==> src/rtl/lfm_chirp_analyzer.sv <==
// rtl/lfm_chirp_analyzer.sv - LFM chirp period analyzer with hysteresis zero-crossing detection
//
// Measures the number of valid samples between consecutive rising midscale
// crossings of an unsigned chirp stream. A hysteresis comparator produces the
// level bit; a two-state tracker (SEARCH/TRACK) counts samples between
// crossings and flags loss of signal after MAX_PERIOD samples without one.
//
// Optional feature macro: LFM_RX_DELTA_EN
//   defined   : period-to-period delta output and sweep-restart strobe
//   undefined : delta, delta_valid and sweep_wrap tied to 0
//
// Ports:
//   clk          in   rising-edge clock
//   rst_n        in   asynchronous active-low reset
//   din          in   DATA_W unsigned sample
//   din_valid    in   sample qualifier
//   period       out  CNT_W samples between rising crossings (held)
//   period_valid out  one-cycle strobe for period
//   timeout      out  one-cycle strobe on loss of signal
//   delta        out  CNT_W+1 signed, period minus previous period (held)
//   delta_valid  out  one-cycle strobe for delta
//   sweep_wrap   out  one-cycle strobe when delta > WRAP_TH
module lfm_chirp_analyzer #(
    parameter int DATA_W     = 10,
    parameter int MID        = 512,
    parameter int HYST       = 8,
    parameter int CNT_W      = 16,
    parameter int MAX_PERIOD = 4096,
    parameter int WRAP_TH    = 4
) (
    input  logic                    clk,
    input  logic                    rst_n,
    input  logic [DATA_W-1:0]       din,
    input  logic                    din_valid,
    output logic [CNT_W-1:0]        period,
    output logic                    period_valid,
    output logic                    timeout,
    output logic signed [CNT_W:0]   delta,
    output logic                    delta_valid,
    output logic                    sweep_wrap
);

    localparam int HI_TH = MID + HYST;
    localparam int LO_TH = MID - HYST;
    localparam logic [CNT_W-1:0] CNT_LAST = CNT_W'(MAX_PERIOD - 1);

    // Reject configurations whose timeout cannot be represented by the counter.
    if (MAX_PERIOD < 1 || MAX_PERIOD > (2 ** CNT_W) - 1 || WRAP_TH < 0) begin : g_bad_cfg
        $error("lfm_chirp_analyzer: invalid MAX_PERIOD/CNT_W/WRAP_TH");
    end

    typedef enum logic {SEARCH, TRACK} state_t;

    state_t           state;
    logic             lvl;
    logic             lvl_next;
    logic             crossing;
    logic [CNT_W-1:0] cnt;
    logic [CNT_W-1:0] cnt_inc;

    // Hysteresis comparator: inside the dead band the previous level is held.
    always_comb begin
        lvl_next = lvl;
        if (int'(din) >= HI_TH)
            lvl_next = 1'b1;
        else if (int'(din) <= LO_TH)
            lvl_next = 1'b0;
        crossing = din_valid && !lvl && lvl_next;
        cnt_inc  = cnt + CNT_W'(1);
    end

`ifdef LFM_RX_DELTA_EN
    logic [CNT_W-1:0]      prev_period;
    logic                  prev_ok;      // prev_period belongs to the current track
    logic signed [CNT_W:0] delta_next;

    always_comb begin
        delta_next = $signed({1'b0, cnt_inc}) - $signed({1'b0, prev_period});
    end
`else
    assign delta       = '0;
    assign delta_valid = 1'b0;
    assign sweep_wrap  = 1'b0;
`endif

    always_ff @(posedge clk or negedge rst_n) begin
        if (!rst_n) begin
            state        <= SEARCH;
            lvl          <= 1'b0;
            cnt          <= '0;
            period       <= '0;
            period_valid <= 1'b0;
            timeout      <= 1'b0;
`ifdef LFM_RX_DELTA_EN
            prev_period  <= '0;
            prev_ok      <= 1'b0;
            delta        <= '0;
            delta_valid  <= 1'b0;
            sweep_wrap   <= 1'b0;
`endif
        end else begin
            period_valid <= 1'b0;
            timeout      <= 1'b0;
`ifdef LFM_RX_DELTA_EN
            delta_valid  <= 1'b0;
            sweep_wrap   <= 1'b0;
`endif
            if (din_valid) begin
                lvl <= lvl_next;
                case (state)
                    SEARCH: begin
                        // First crossing only establishes the reference point.
                        if (crossing) begin
                            cnt   <= '0;
                            state <= TRACK;
`ifdef LFM_RX_DELTA_EN
                            prev_ok <= 1'b0;
`endif
                        end
                    end
                    TRACK: begin
                        if (crossing) begin
                            // The crossing sample itself closes the interval.
                            period       <= cnt_inc;
                            period_valid <= 1'b1;
                            cnt          <= '0;
`ifdef LFM_RX_DELTA_EN
                            if (prev_ok) begin
                                delta       <= delta_next;
                                delta_valid <= 1'b1;
                                sweep_wrap  <= (delta_next > WRAP_TH);
                            end
                            prev_period <= cnt_inc;
                            prev_ok     <= 1'b1;
`endif
                        end else if (cnt == CNT_LAST) begin
                            timeout <= 1'b1;
                            state   <= SEARCH;
                            cnt     <= '0;
`ifdef LFM_RX_DELTA_EN
                            prev_ok <= 1'b0;
`endif
                        end else begin
                            cnt <= cnt_inc;
                        end
                    end
                    default: state <= SEARCH;
                endcase
            end
        end
    end

endmodule

==> config.mk <==
export PLATFORM = sky130hd
export DESIGN_NAME = lfm_chirp_analyzer
export DESIGN_NICKNAME = d
export VERILOG_FILES = /design/src/rtl/lfm_chirp_analyzer.sv
export SDC_FILE = /design/constraint.sdc
export NUM_CORES = 1
export LEC_CHECK = 0
export CORE_MARGIN = 5
export CORE_UTILIZATION = 49
export CTS_CLUSTER_SIZE = 10
export DETAILED_ROUTE_END_ITERATION = 7
export GPL_ROUTABILITY_DRIVEN = 0
export PLACE_DENSITY_LB_ADDON = 0.12
export SYNTH_ARGS = -nofsm -noshare
export SYNTH_HDL_FRONTEND = slang
export SYNTH_SLANG_ARGS = --single-unit
==> constraint.sdc <==
create_clock -name clk -period 2.51 [get_ports clk]
set_input_delay 0.3765 -clock clk [delete_from_list [all_inputs] [get_ports clk]]
set_output_delay 0.3765 -clock clk [all_outputs]
set_load 0.01 [all_outputs]
== After elaboration in Yosys (flattened, before gate mapping) ==
Index checks and enable logic that the tools add are counted.
Word-level totals
  logic and storage cells: 33
  memories: 0
  memory bits (read-only): 0
  output and inout bits: 37
  bits in latches: 0
  bits in registers: 36
  bits in writable memories: 0
  input bits: 13
Cells by class
  $lt $le $gt $ge: 2
  reduce and logical (&&, ||, !) cells: 5
  bitwise gates (word level): 1
  div/mod/pow operators: 0
  eq/ne operators: 2
  add/sub/neg operators: 1
  multiplexer cells: 16
  $mul: 0
  shifts and indexed selects: 0
Operators with widths (number)
  $mux W16: 3
  $pmux W16 S2: 1
  $add A16 B1 Y16 const B: 1
  $eq A16 B12 Y1 const B: 1
  $mux W1: 11
  $ge A10 B10 Y1 const B: 1
  $le A10 B9 Y1 const B: 1
  $reduce_and A3 Y1: 1
  $logic_and A1 B1 Y1: 2
  $ne A2 B2 Y1 const B: 1
  $pmux W1 S2: 1
  $reduce_and A2 Y1: 1
  $logic_not A1 Y1: 1
  $not A1 Y1: 1

== Depth between registers and ports, before layout ==
  depth in word-level cells: 7
  mapped depth: 6
  mapped depth without buffers: 5

== Worst setup path after synthesis ==
OpenSTA, ideal clock, no wires.
  path type: register -> register
  from: reg cnt[12]
  to: reg cnt[7]
  slack: 516 ps
  data arrival time: 1842 ps
  data required time: 2358 ps
  buffers on the path: 2
  period minus slack after synthesis: 1994 ps
  setup time: 152 ps
  cell stages (with the launch flop): 7
  cells stage by stage: dfrtp_1 -> buf_6 -> or4_4 -> or4_4 -> buf_6 -> a21oi_2 -> a211oi_1
Between the ends
  word-level cells in the longest chain between the ends: 4
Ends and longest elaborated chain
  start: declaration: RTL line 58  | logic [CNT_W-1:0] cnt;
  start signal: assignment: RTL line 144  | cnt <= cnt_inc;
  $eq A16 B12 Y1: RTL line 136  | end else if (cnt == CNT_LAST) begin
  $mux W16: RTL line 136
  $mux W16: RTL line 122  | if (crossing) begin
  $pmux W16 S2: RTL line 110  | case (state)
No other way between the ends.
A chain may end at the register's enable or synchronous reset.

== Worst setup path after layout ==
  from: reg cnt[0]
  to: reg period[14]
Between the ends
  word-level cells in the longest chain between the ends: 1
Ends and longest elaborated chain
  $add A16 B1 Y16: RTL line 69  | cnt_inc = cnt + CNT_W'(1);
  end signal: assignment: RTL line 124  | period <= cnt_inc;
  end: declaration: RTL line 35  | output logic [CNT_W-1:0] period,
No other way between the ends.

==> results.py <==
metrics = {
    "yosys": {
        "syn_area_per_cell_um2": 9.02,
        "synthCells": 224,
        "netlist_area_um2": 2020,
        "yosysSeqAreaShare_pct": 44.6,
        "netlist-cell-type-count": 39,
        "synth_edf_count": 0,
        "async_flop_share_pct": 100,
        "synth_ff_type": "dfrtp_1",
        "ys_warn_count": 0,
        "ys_ff_latch": 36,
    },
    "sta": {
        "setup_violations": 0,
        "skew_ns": 0.00655,
        "min_period_ns": 2.05,
        "fin_ws_ns": 0.460,
        "setup_tns_ns": 0,
        "fin_crit_sh_pct": 81.7,
        "report.final.slew_viol_count": 0,
        "max_freq_mhz": 488,
        "hold_viol": 0,
        "rsz0062_at_grt": "false",
    },
    "critical_path": {
        "startpoint": "cnt[0]",
        "rr_worst_depth": 5,
        "r2r_start": "cnt[0]",
        "worst_ep_arrival_time_ns": 2.26,
        "cp.required_ns": 2.72,
        "crit_type": "reg -> reg",
        "crit_end": "period[14]",
        "reg2reg_setup_slack_ns": 0.46,
        "endpoint_kind": "register",
        "cp_max_fo": 6,
        "r2r-end": "period[14]",
        "startpoint_type": "register",
    },
    "cells_and_area": {
        "fillers": 382,
        "syn_to_final_growth_pct": 19.3,
        "stdcell_count": 306,
        "fin_area_um2": 2410,
        "regArea_um2": 901,
        "fin_util_pct": 60.2,
        "drive_gt1_share_pct": 8.98,
        "diodes": 0,
        "multi_input_area_um2": 966,
        "nNetsFinal": 269,
    },
    "grt": {
        "grt_pass1_wl_um": 6870,
        "grtUsageMet3_pct": 3.78,
        "grt_pass1_vias": 1518,
        "grt_max_degree": 37,
        "antenna_found_initial": 0,
        "use_met2_pct": 25.8,
        "grt_overflow_total": 0,
        "top_usage_layer": "met2",
        "grt_util_met1_pct": 21.2,
        "track_usage_pct": 16.2,
    },
    "floorplan": {
        "die_w_um": 74.2,
        "die_area_um2": 5500,
        "start_util_pct": 50.5,
        "fp-row-count": 23,
        "boundaryPins": 50,
        "fp.dieH_um": 74.2,
        "coreArea_um2": 4000,
    },
    "clocking": {
        "ctsHoldBuffers": 0,
        "cts_tree": "done",
        "cts_setup_buffers": 0,
        "h-tree-depth": 2,
        "clock_path_buffers": 2,
        "cts_sinks": 36,
        "clockRootBuffer": "clkbuf_8",
        "cts_buffers": 5,
        "clk_latency_ns": 0.29,
        "cts_resized": 0,
        "cts.clk_slew.worst_paths_ns": 0.08,
    },
    "route": {
        "wl_per_cell_um": 13.7,
        "vias": 1630,
        "dr.pass1.iters": 4,
        "viasPerCell": 5.33,
        "drt_iter0_markers": 137,
        "totalWireLength_um": 4180,
        "drc": 0,
        "final_antenna_net_count": 0,
    },
    "place": {
        "place_ws_ns": 0.424,
        "dpl-instance-area_um2": 2300,
        "place_hpwl_um": 3090,
        "port_buffers": 30,
        "dp.cells": 298,
    },
    "power_and_ir_drop": {
        "ir_worst_vdd_mv": 0.350,
        "cellLeakagePower_nw": 0.960,
        "p_per_area_nw_per_um2": 619,
    },
    "flow_run": {
        "drv_cap": 0,
    },
    "run_status": {
        "status": "finished clean",
    },
    "worst_hold_path": {
        "hold_class": "reg -> reg",
    },
}
-- registers in the layout, summed over array words and instances (netlist names) --
register / cells
cnt: 16
lvl: 1
period: 16
period_valid: 1
state: 1
timeout: 1
-- logic make-up (layout without fill, tap and decap cells) --
| group | after synthesis | in the layout | synth area share [%] |
|---|---|---|---|
| AO/OA/AOI/OAI | 47 | 47 | 14.5 |
| XOR/XNOR | 17 | 17 | 7.37 |
| AND/OR/NAND/NOR | 88 | 88 | 21.8 |
| adder cells (fa/ha/maj) | 1 | 1 | 0.619 |
| flip-flops | 36 | 36 | 44.6 |
| other | 1 | 19 | 0.186 |
| buffers and inverters | 34 | 48 | 10.9 |
-- synthesized netlist by cell type, types with 2 or more instances --
master | count | area, um2
nor3_1 | 9 | 45.0
xor2_1 | 2 | 17.5
a21bo_2 | 2 | 20.0
nand3_1 | 9 | 45.0
a311oi_1 | 4 | 35.0
a211oi_1 | 2 | 15.0
clkbuf_1 | 8 | 30.0
xnor2_1 | 15 | 131
buf_2 | 2 | 10.0
dfrtp_1 | 36 | 901
a31oi_1 | 2 | 12.5
a21o_1 | 2 | 15.0
o21ai_0 | 15 | 75.1
or4_4 | 2 | 22.5
o41ai_1 | 2 | 17.5
nor2_1 | 18 | 67.6
inv_1 | 2 | 7.51
a21oi_1 | 13 | 65.1
o31ai_1 | 2 | 15.0
nand2_1 | 29 | 109
buf_6 | 2 | 22.5
nand4_1 | 6 | 37.5
buf_4 | 20 | 150
nor4_1 | 5 | 31.3
-- area by class of cell --
| cell class | count | share of cell area, % |
|---|---|---|
| Clock buffer | 5 | 2.86 |
| Clock inverter | 3 | 1.77 |
| Inverter | 2 | 0.312 |
| Multi-Input combinational cell | 172 | 40.1 |
| Sequential cell | 36 | 37.4 |
| Tap cell | 50 | 2.60 |
| Timing Repair Buffer | 38 | 15.0 |
-- worst max-delay path: stages (launching register included) --
cell and delay (ns):
dfrtp_1 0.43, ha_1 0.33, nand4_1 0.23, nor4_2 0.39, or3b_1 0.39, a31oi_1 0.19
-- cell usage in the layout (no fill, tap or decap), types with 4 or more instances in the layout --
cell / Yosys / routed
a311oi_1: 4 / 4
buf_4: 20 / 8
clkdlybuf4s50_1: 0 / 30
clkbuf_8: 0 / 5
nor4_1: 5 / 5
xnor2_1: 15 / 15
nand3_1: 9 / 9
dfrtp_1: 36 / 36
a21oi_1: 13 / 13
nor2_1: 18 / 18
nor3_1: 9 / 9
conb_1: 1 / 19
nand2_1: 29 / 29
o21ai_0: 15 / 15
nand4_1: 6 / 6
-- metrics by stage --
| stage | power [W] | hold slack (ns) |
|---|---|---|
| 6_report | 0.00149 | 0.478 |
| 5_1_grt | 0.00157 | 0.498 |
| 4_1_cts | 0.00150 | 0.486 |
| 3_5_place_dp | 0.000995 | 0.470 |
| 3_3_place_gp | 0.000991 | 0.462 |
| 2_1_floorplan | 0.000870 | 0.0809 |
-- report_power, final --
| part | switching (W) | internal (W) | leakage [nW] |
|---|---|---|---|
| Clock | 0.000213 | 0.000294 | 0.0541 |
| Sequential | 0.0000624 | 0.000640 | 0.483 |
| Combinational | 0.000141 | 0.000140 | 0.423 |
| Total | 0.000416 | 0.00107 | 0.960 |
-- metal layers --
layer / vias to the layer above / share of wire, %
met4: 0 / 2.2
li1: 812 / -
met1: 749 / 45
met3: 8 / 7.4
met2: 61 / 45
met5: - / 0
-- worst min path at each step --
stage	startpoint	to	slack (ns)	depth (start not counted)
after floorplan	rst_n	cnt[0]	0.08	0
after global placement	period[2]	period[2]	0.46	2
after detailed placement	period[5]	period[5]	0.47	2
after CTS	period[5]	period[5]	0.49	2
after global routing	period[8]	period[8]	0.50	2
final	period[2]	period[2]	0.48	2
No activity file was read; power rests on OpenSTA's default activity.
